## src/rtl/cv32e40px_x_coproc_pkg.sv

```systemverilog
`default_nettype none
// ============================================================================
// Module  : cv32e40px_x_coproc_pkg
// Purpose : Shared types for the custom-0 coprocessor responder: operation
//           enum, decode field constants and the queue entry layout.
// Ports   : none (package)
// Rev     : 1.0  initial release
// ============================================================================
package cv32e40px_x_coproc_pkg;

  typedef enum logic [1:0] {
    OP_ADD3 = 2'd0,
    OP_SUBR = 2'd1,
    OP_MINU = 2'd2
  } op_e;

  localparam logic [2:0] C_FUNCT3_ADD3 = 3'b000;
  localparam logic [2:0] C_FUNCT3_SUBR = 3'b001;
  localparam logic [2:0] C_FUNCT3_MINU = 3'b010;
  localparam logic [6:0] C_FUNCT7_ZERO = 7'b000_0000;
  // ADD3 is R4-style: instr[31:27] names rs3, instr[26:25] must be zero.
  localparam logic [1:0] C_ADD3_FMT    = 2'b00;

  typedef struct packed {
    logic [3:0]  id;
    logic [4:0]  rd;
    op_e         op;
    logic [31:0] rs1;
    logic [31:0] rs2;
    logic [31:0] rs3;
    logic        committed;
    logic        killed;
  } entry_t;

endpackage
`default_nettype wire

```

## src/rtl/cv32e40px_x_coproc_alu.sv

```systemverilog
`default_nettype none
// ============================================================================
// Module  : cv32e40px_x_coproc_alu
// Purpose : Combinational execute stage of the coprocessor.
// Ports   : op_i      operation (op_e encoding)
//           rs1_i..rs3_i  source operands
//           result_o  32-bit result, wraps modulo 2^32
// Rev     : 1.0  initial release
// ============================================================================
module cv32e40px_x_coproc_alu
  import cv32e40px_x_coproc_pkg::*;
(
  input  logic [1:0]  op_i,
  input  logic [31:0] rs1_i,
  input  logic [31:0] rs2_i,
  input  logic [31:0] rs3_i,
  output logic [31:0] result_o
);

  always_comb begin
    result_o = '0;
    case (op_e'(op_i))
      OP_ADD3: result_o = rs1_i + rs2_i + rs3_i;
      OP_SUBR: result_o = rs1_i - rs2_i;
      OP_MINU: result_o = (rs1_i < rs2_i) ? rs1_i : rs2_i;
      default: result_o = '0;
    endcase
  end

endmodule
`default_nettype wire

```

## src/rtl/cv32e40px_x_coproc_responder.sv

```systemverilog
`default_nettype none
// ============================================================================
// Module  : cv32e40px_x_coproc_responder
// Purpose : Coprocessor side of the CORE-V-XIF issue/commit/result channels.
//           Decodes custom-0 instructions, queues accepted ones in order until
//           committed or killed, executes committed ones and returns results
//           through a registered, back-pressured result channel.
// Ports   : clk_i / rst_i            clock, synchronous active-high reset
//           issue_*                  issue request/response
//           commit_*                 commit or kill by instruction ID
//           result_*                 result channel (valid/ready)
// Rev     : 1.0  initial release
// ============================================================================
module cv32e40px_x_coproc_responder
  import cv32e40px_x_coproc_pkg::*;
#(
  parameter int unsigned DEPTH  = 4,
  parameter logic [6:0]  OPCODE = 7'h0B
) (
  input  logic        clk_i,
  input  logic        rst_i,
  input  logic        issue_valid_i,
  output logic        issue_ready_o,
  input  logic [31:0] issue_req_instr_i,
  input  logic [3:0]  issue_req_id_i,
  input  logic [95:0] issue_req_rs_i,
  input  logic [2:0]  issue_req_rs_valid_i,
  output logic        issue_resp_accept_o,
  output logic        issue_resp_writeback_o,
  output logic        issue_resp_dualread_o,
  output logic        issue_resp_loadstore_o,
  input  logic        commit_valid_i,
  input  logic [3:0]  commit_id_i,
  input  logic        commit_kill_i,
  output logic        result_valid_o,
  input  logic        result_ready_i,
  output logic [3:0]  result_id_o,
  output logic [4:0]  result_rd_o,
  output logic [31:0] result_data_o,
  output logic        result_we_o
);

  localparam int unsigned PTR_W = (DEPTH > 1) ? $clog2(DEPTH) : 1;
  localparam int unsigned CNT_W = $clog2(DEPTH + 1);

  // ---------------------------------------------------------------- decode
  logic [6:0] w_opcode;
  logic [2:0] w_funct3;
  logic [6:0] w_funct7;
  logic       w_hit;
  logic       w_need_rs3;
  op_e        w_op;
  logic       w_rs_ok;
  logic       w_unused_instr;

  assign w_opcode = issue_req_instr_i[6:0];
  assign w_funct3 = issue_req_instr_i[14:12];
  assign w_funct7 = issue_req_instr_i[31:25];
  // Register-address fields are not needed: operands arrive as values.
  assign w_unused_instr = ^issue_req_instr_i[24:15];

  always_comb begin
    w_hit      = 1'b0;
    w_need_rs3 = 1'b0;
    w_op       = OP_ADD3;
    if (w_opcode == OPCODE) begin
      case (w_funct3)
        C_FUNCT3_ADD3: begin
          if (issue_req_instr_i[26:25] == C_ADD3_FMT) begin
            w_hit      = 1'b1;
            w_need_rs3 = 1'b1;
            w_op       = OP_ADD3;
          end
        end
        C_FUNCT3_SUBR: begin
          if (w_funct7 == C_FUNCT7_ZERO) begin
            w_hit = 1'b1;
            w_op  = OP_SUBR;
          end
        end
        C_FUNCT3_MINU: begin
          if (w_funct7 == C_FUNCT7_ZERO) begin
            w_hit = 1'b1;
            w_op  = OP_MINU;
          end
        end
        default: ;
      endcase
    end
  end

  assign w_rs_ok = issue_req_rs_valid_i[0] & issue_req_rs_valid_i[1] &
                   (~w_need_rs3 | issue_req_rs_valid_i[2]);

  // ----------------------------------------------------------------- queue
  entry_t             r_q   [DEPTH];
  logic               r_vld [DEPTH];
  logic [PTR_W-1:0]   r_head;
  logic [PTR_W-1:0]   r_tail;
  logic [CNT_W-1:0]   r_count;

  logic               r_res_valid;
  logic [3:0]         r_res_id;
  logic [4:0]         r_res_rd;
  logic [31:0]        r_res_data;

  entry_t             w_new;
  entry_t             w_head;
  logic               w_head_vld;
  logic               w_not_full;
  logic               w_push;
  logic               w_drop;
  logic               w_retire;
  logic               w_pop;
  logic [31:0]        w_alu_res;

  function automatic logic [PTR_W-1:0] ptr_inc(input logic [PTR_W-1:0] p);
    return (p == PTR_W'(DEPTH - 1)) ? '0 : p + PTR_W'(1);
  endfunction

  // Readiness ignores a same-cycle pop: a full queue never takes a push.
  assign w_not_full    = (r_count < CNT_W'(DEPTH));
  assign issue_ready_o = w_not_full & (~w_hit | w_rs_ok);
  assign w_push        = issue_valid_i & issue_ready_o & w_hit;

  assign issue_resp_accept_o    = w_hit;
  assign issue_resp_writeback_o = w_hit;
  assign issue_resp_dualread_o  = 1'b0;
  assign issue_resp_loadstore_o = 1'b0;

  // New entry picks up a commit/kill aimed at it in its own issue cycle.
  always_comb begin
    w_new           = '0;
    w_new.id        = issue_req_id_i;
    w_new.rd        = issue_req_instr_i[11:7];
    w_new.op        = w_op;
    w_new.rs1       = issue_req_rs_i[31:0];
    w_new.rs2       = issue_req_rs_i[63:32];
    w_new.rs3       = issue_req_rs_i[95:64];
    w_new.committed = commit_valid_i & ~commit_kill_i & (commit_id_i == issue_req_id_i);
    w_new.killed    = commit_valid_i &  commit_kill_i & (commit_id_i == issue_req_id_i);
  end

  assign w_head     = r_q[r_head];
  assign w_head_vld = r_vld[r_head];
  assign w_drop     = w_head_vld & w_head.killed;
  assign w_retire   = w_head_vld & w_head.committed & ~w_head.killed &
                      (~r_res_valid | result_ready_i);
  assign w_pop      = w_drop | w_retire;

  // Per-entry storage; flags change only once (first commit/kill wins).
  for (genvar gi = 0; gi < DEPTH; gi++) begin : g_entry
    logic w_commit_hit;
    assign w_commit_hit = commit_valid_i & r_vld[gi] & (r_q[gi].id == commit_id_i) &
                          ~r_q[gi].committed & ~r_q[gi].killed;

    always_ff @(posedge clk_i) begin
      if (rst_i) begin
        r_vld[gi] <= 1'b0;
      end else if (w_push && (r_tail == PTR_W'(gi))) begin
        r_q[gi]   <= w_new;
        r_vld[gi] <= 1'b1;
      end else begin
        if (w_pop && (r_head == PTR_W'(gi))) begin
          r_vld[gi] <= 1'b0;
        end
        if (w_commit_hit) begin
          if (commit_kill_i) begin
            r_q[gi].killed <= 1'b1;
          end else begin
            r_q[gi].committed <= 1'b1;
          end
        end
      end
    end
  end

  always_ff @(posedge clk_i) begin
    if (rst_i) begin
      r_head  <= '0;
      r_tail  <= '0;
      r_count <= '0;
    end else begin
      if (w_pop) begin
        r_head <= ptr_inc(r_head);
      end
      if (w_push) begin
        r_tail <= ptr_inc(r_tail);
      end
      r_count <= r_count + CNT_W'(w_push) - CNT_W'(w_pop);
    end
  end

  // --------------------------------------------------------------- execute
  cv32e40px_x_coproc_alu u_alu (
    .op_i     (w_head.op),
    .rs1_i    (w_head.rs1),
    .rs2_i    (w_head.rs2),
    .rs3_i    (w_head.rs3),
    .result_o (w_alu_res)
  );

  always_ff @(posedge clk_i) begin
    if (rst_i) begin
      r_res_valid <= 1'b0;
      r_res_id    <= '0;
      r_res_rd    <= '0;
      r_res_data  <= '0;
    end else if (w_retire) begin
      r_res_valid <= 1'b1;
      r_res_id    <= w_head.id;
      r_res_rd    <= w_head.rd;
      r_res_data  <= w_alu_res;
    end else if (result_ready_i) begin
      r_res_valid <= 1'b0;
    end
  end

  assign result_valid_o = r_res_valid;
  assign result_id_o    = r_res_id;
  assign result_rd_o    = r_res_rd;
  assign result_data_o  = r_res_data;
  assign result_we_o    = r_res_valid;

endmodule
`default_nettype wire

```

## config.mk

```make
export PLATFORM = sky130hd
export DESIGN_NAME = cv32e40px_x_coproc_responder
export DESIGN_NICKNAME = d
export VERILOG_FILES = /design/src/rtl/cv32e40px_x_coproc_pkg.sv /design/src/rtl/cv32e40px_x_coproc_alu.sv /design/src/rtl/cv32e40px_x_coproc_responder.sv
export SDC_FILE = /design/constraint.sdc
export NUM_CORES = 1
export LEC_CHECK = 0
export CAP_MARGIN = 30
export CORE_MARGIN = 10
export CORE_UTILIZATION = 50
export DETAILED_ROUTE_END_ITERATION = 12
export DONT_BUFFER_PORTS = 1
export PLACE_DENSITY_LB_ADDON = 0.1
export SYNTH_ARGS = -nofsm -noshare
export SYNTH_HDL_FRONTEND = slang
export SYNTH_SLANG_ARGS = --single-unit
```

## constraint.sdc

```tcl
create_clock -name clk_i -period 8.6 [get_ports clk_i]
set_clock_uncertainty 0.2 [all_clocks]
set_input_delay 0.86 -clock clk_i [delete_from_list [all_inputs] [get_ports clk_i]]
set_output_delay 0.86 -clock clk_i [all_outputs]
set_load 0.01 [all_outputs]
```

==> impl_metrics.tcl <==
set metrics [dict create \
    run_status "finished clean" \
    h-tree-depth 2 \
    critPathMaxStageDelay_ns 0.79 \
    vdd_drop_max_mv 0.176 \
    fin_cells 2194 \
    yosys_warnings 0 \
    ys_types 80 \
    fin_crit_sh 0.695 \
    ys_ff_latch 491 \
    numPlacedInstances 2100 \
    max_freq_mhz 167 \
    async_reset_ff_frac 0 \
    rows 79 \
    dieArea_sq_um 56000 \
    cts-root-buf "clkbuf_16" \
    grt_pass1_wl_um 84500 \
    regToRegSetupSlack_ns 2.62 \
    netlist_instances 1552 \
    postLayoutCellArea_sq_um 25700 \
    place.detailed.hpwl_um 38200 \
    crit_path_end_kind "register" \
    hold_violations 0 \
    dr.pass1.iters 5 \
    cap_violations 0 \
    ant_nets 0 \
    yosysMostFrequentCell "edfxtp_1" \
    io_pins 193 \
    wire_per_inst_um 25.2 \
    vias 13263 \
    synth-edff-count 438 \
    cts_hold_buf 0 \
    layout.nets 1796 \
    clkSlewWorstSetupHoldPaths_ns 0.06 \
    cts_tree "built" \
    worstPathCellList "buf_4, mux4_2, fa_1, ha_1, fa_1, a211oi_1, o21ai_0, o21ai_0, a31oi_1, a21boi_0, nor2_1, xor2_1, a222oi_1, a221oi_1" \
    synth_top_area_share 0.561 \
    maxSlewHeadroom 0.333 \
    io_buffers 0 \
    fillCellCount 3788 \
    place_congestion 0.898 \
    p_leak_uw 0.00882 \
    crit_required_ns 8.83 \
    synth_largest_area_cell "edfxtp_1" \
    critPathSlowestCell "dfxtp_4" \
    viasPerCell 6.05 \
    worst_slew_pin_slew_ns 1.00 \
    synth-seq-area-share 0.606 \
    synth.area.top_cells "edfxtp_1 (56%), mux4_2 (11%), dfxtp_1 (4.5%)" \
    cts-resized-gates 0 \
    rsz0062_at_grt "false" \
    drive_above_1_share 0.149 \
    tns_ns 0 \
    drc_errors 0 \
    cp_top_family "compound AO/OA/AOI/OAI gates" \
    ys_top_cells_by_count "edfxtp_1 (438), mux4_2 (110), nand2_1 (86)" \
    hp-class "in -> reg" \
    insertion_delay_ns 0.59 \
    drt-initial-drc-count 995 \
    die_h_um 237 \
    post_cts_buffers 0 \
    grt_use_total 0.197 \
    power_density_nw_per_um2 263 \
    grt_start_max_net_pins 60 \
    finish.utilization 0.554 \
    wl_um 55300 \
    cts_sinks 491 \
    area_delta_synth_final_pct 9.66 \
    worstPathMaxFanout 32 \
    cts_buffer_depth 3 \
    setup_viol 0 \
    layout_min_cycle_time_ns 5.98 \
    critical_path_class "reg -> reg" \
    syn-cell-area_sq_um 23500 \
    core_sq_um 46500 \
    grt_overflow 0 \
    numCtsBuffers 50 \
    antenna_found_initial 0 \
    die_x_um 237 \
    syn_area_per_cell_sq_um 15.1 \
    startpoint_type "register" \
    crit_buf_inv 1 \
    antenna-diode-count 0 \
    dpl_cell_area_sq_um 24000 \
    maxSlewViolCount 0 \
    initial_utilization 0.505 \
    synth_ff_type "edfxtp_1" \
    grt_pass1_vias 13633 \
    worst_ep_arrival_time_ns 6.21 \
]
## routing by layer
layer	global-route usage	vias up	part of all wire	wire [um]
met4	0.0517	0	0.021	1140
met1	0.261	6752	0.42	23400
li1	-	6076	-	-
met3	0.0556	74	0.080	4420
met5	0	-	0	0
met2	0.313	361	0.48	26300
## stage by stage
step	power (uW)	setup WS [ns]	hold WS (ns)
after global routing	7120	2.20	0.130
after global placement	4590	2.55	0.282
after floorplan	4170	3.18	0.242
after CTS	6810	2.55	0.108
after detailed placement	4590	2.56	0.295
final	6770	2.62	0.155
## worst paths after layout
kind / startpoint / endpoint / cells after the start
worst max-delay path: register / result_data_o[23] / 14
worst min-delay path: rst_i / result_valid_o / 1
worst max register to register: register / result_data_o[23] / 14
worst min register to register: r_q[2][1] / r_q[2][1] / 2
## kinds of logic after synthesis
logic type / after synthesis / share of synthesized area
other: 1 / 0.000160
muxes: 147 / 0.122
DFF: 491 / 0.606
xor gates and xnor gates: 70 / 0.0261
buffers and inverters: 137 / 0.0250
AOI/OAI and AO/OA: 313 / 0.0950
adders and majority gates: 107 / 0.0679
and+or+nand+nor: 286 / 0.0582
## state kept, by name, summed over array words and instances, names as in the netlist, named ones only
signal and cells:
r_tail 2, result_data_o 32, r_vld 4, r_count 3
r_head 2, result_rd_o 5, r_q 436, result_valid_o 1
result_id_o 4
## power by group
part | total [uW] | internal (uW) | switching (uW)
clock network | 2210 | 1290 | 914
logic | 1880 | 788 | 1090
registers | 2690 | 2620 | 65.1
total | 6770 | 4700 | 2070
## layout make-up
class | count | area (sq um) | share of cell area
multi-input cells | 925 | 8660 | 0.337
clock buffers | 65 | 1380 | 0.0536
clock inverters | 29 | 317 | 0.0123
repair buffers | 16 | 140 | 0.00545
flip-flops and latches | 491 | 14200 | 0.553
inverters | 61 | 239 | 0.00929
well taps | 607 | 759 | 0.0295
## cell usage in the layout, fill, tap and decap left out, types with 41 or more instances in the layout
cell       netlist  layout
a21o_1          41      41
xnor2_1         43      43
nand2_1         86      86
ha_1            72      72
mux4_2         110     110
dfxtp_1         53      51
nor2_1          80      80
clkbuf_16        0      51
o21ai_0         53      53
a21oi_1         68      68
edfxtp_1       438     438
inv_1           61      57
Power figures use the tool's default switching activity.
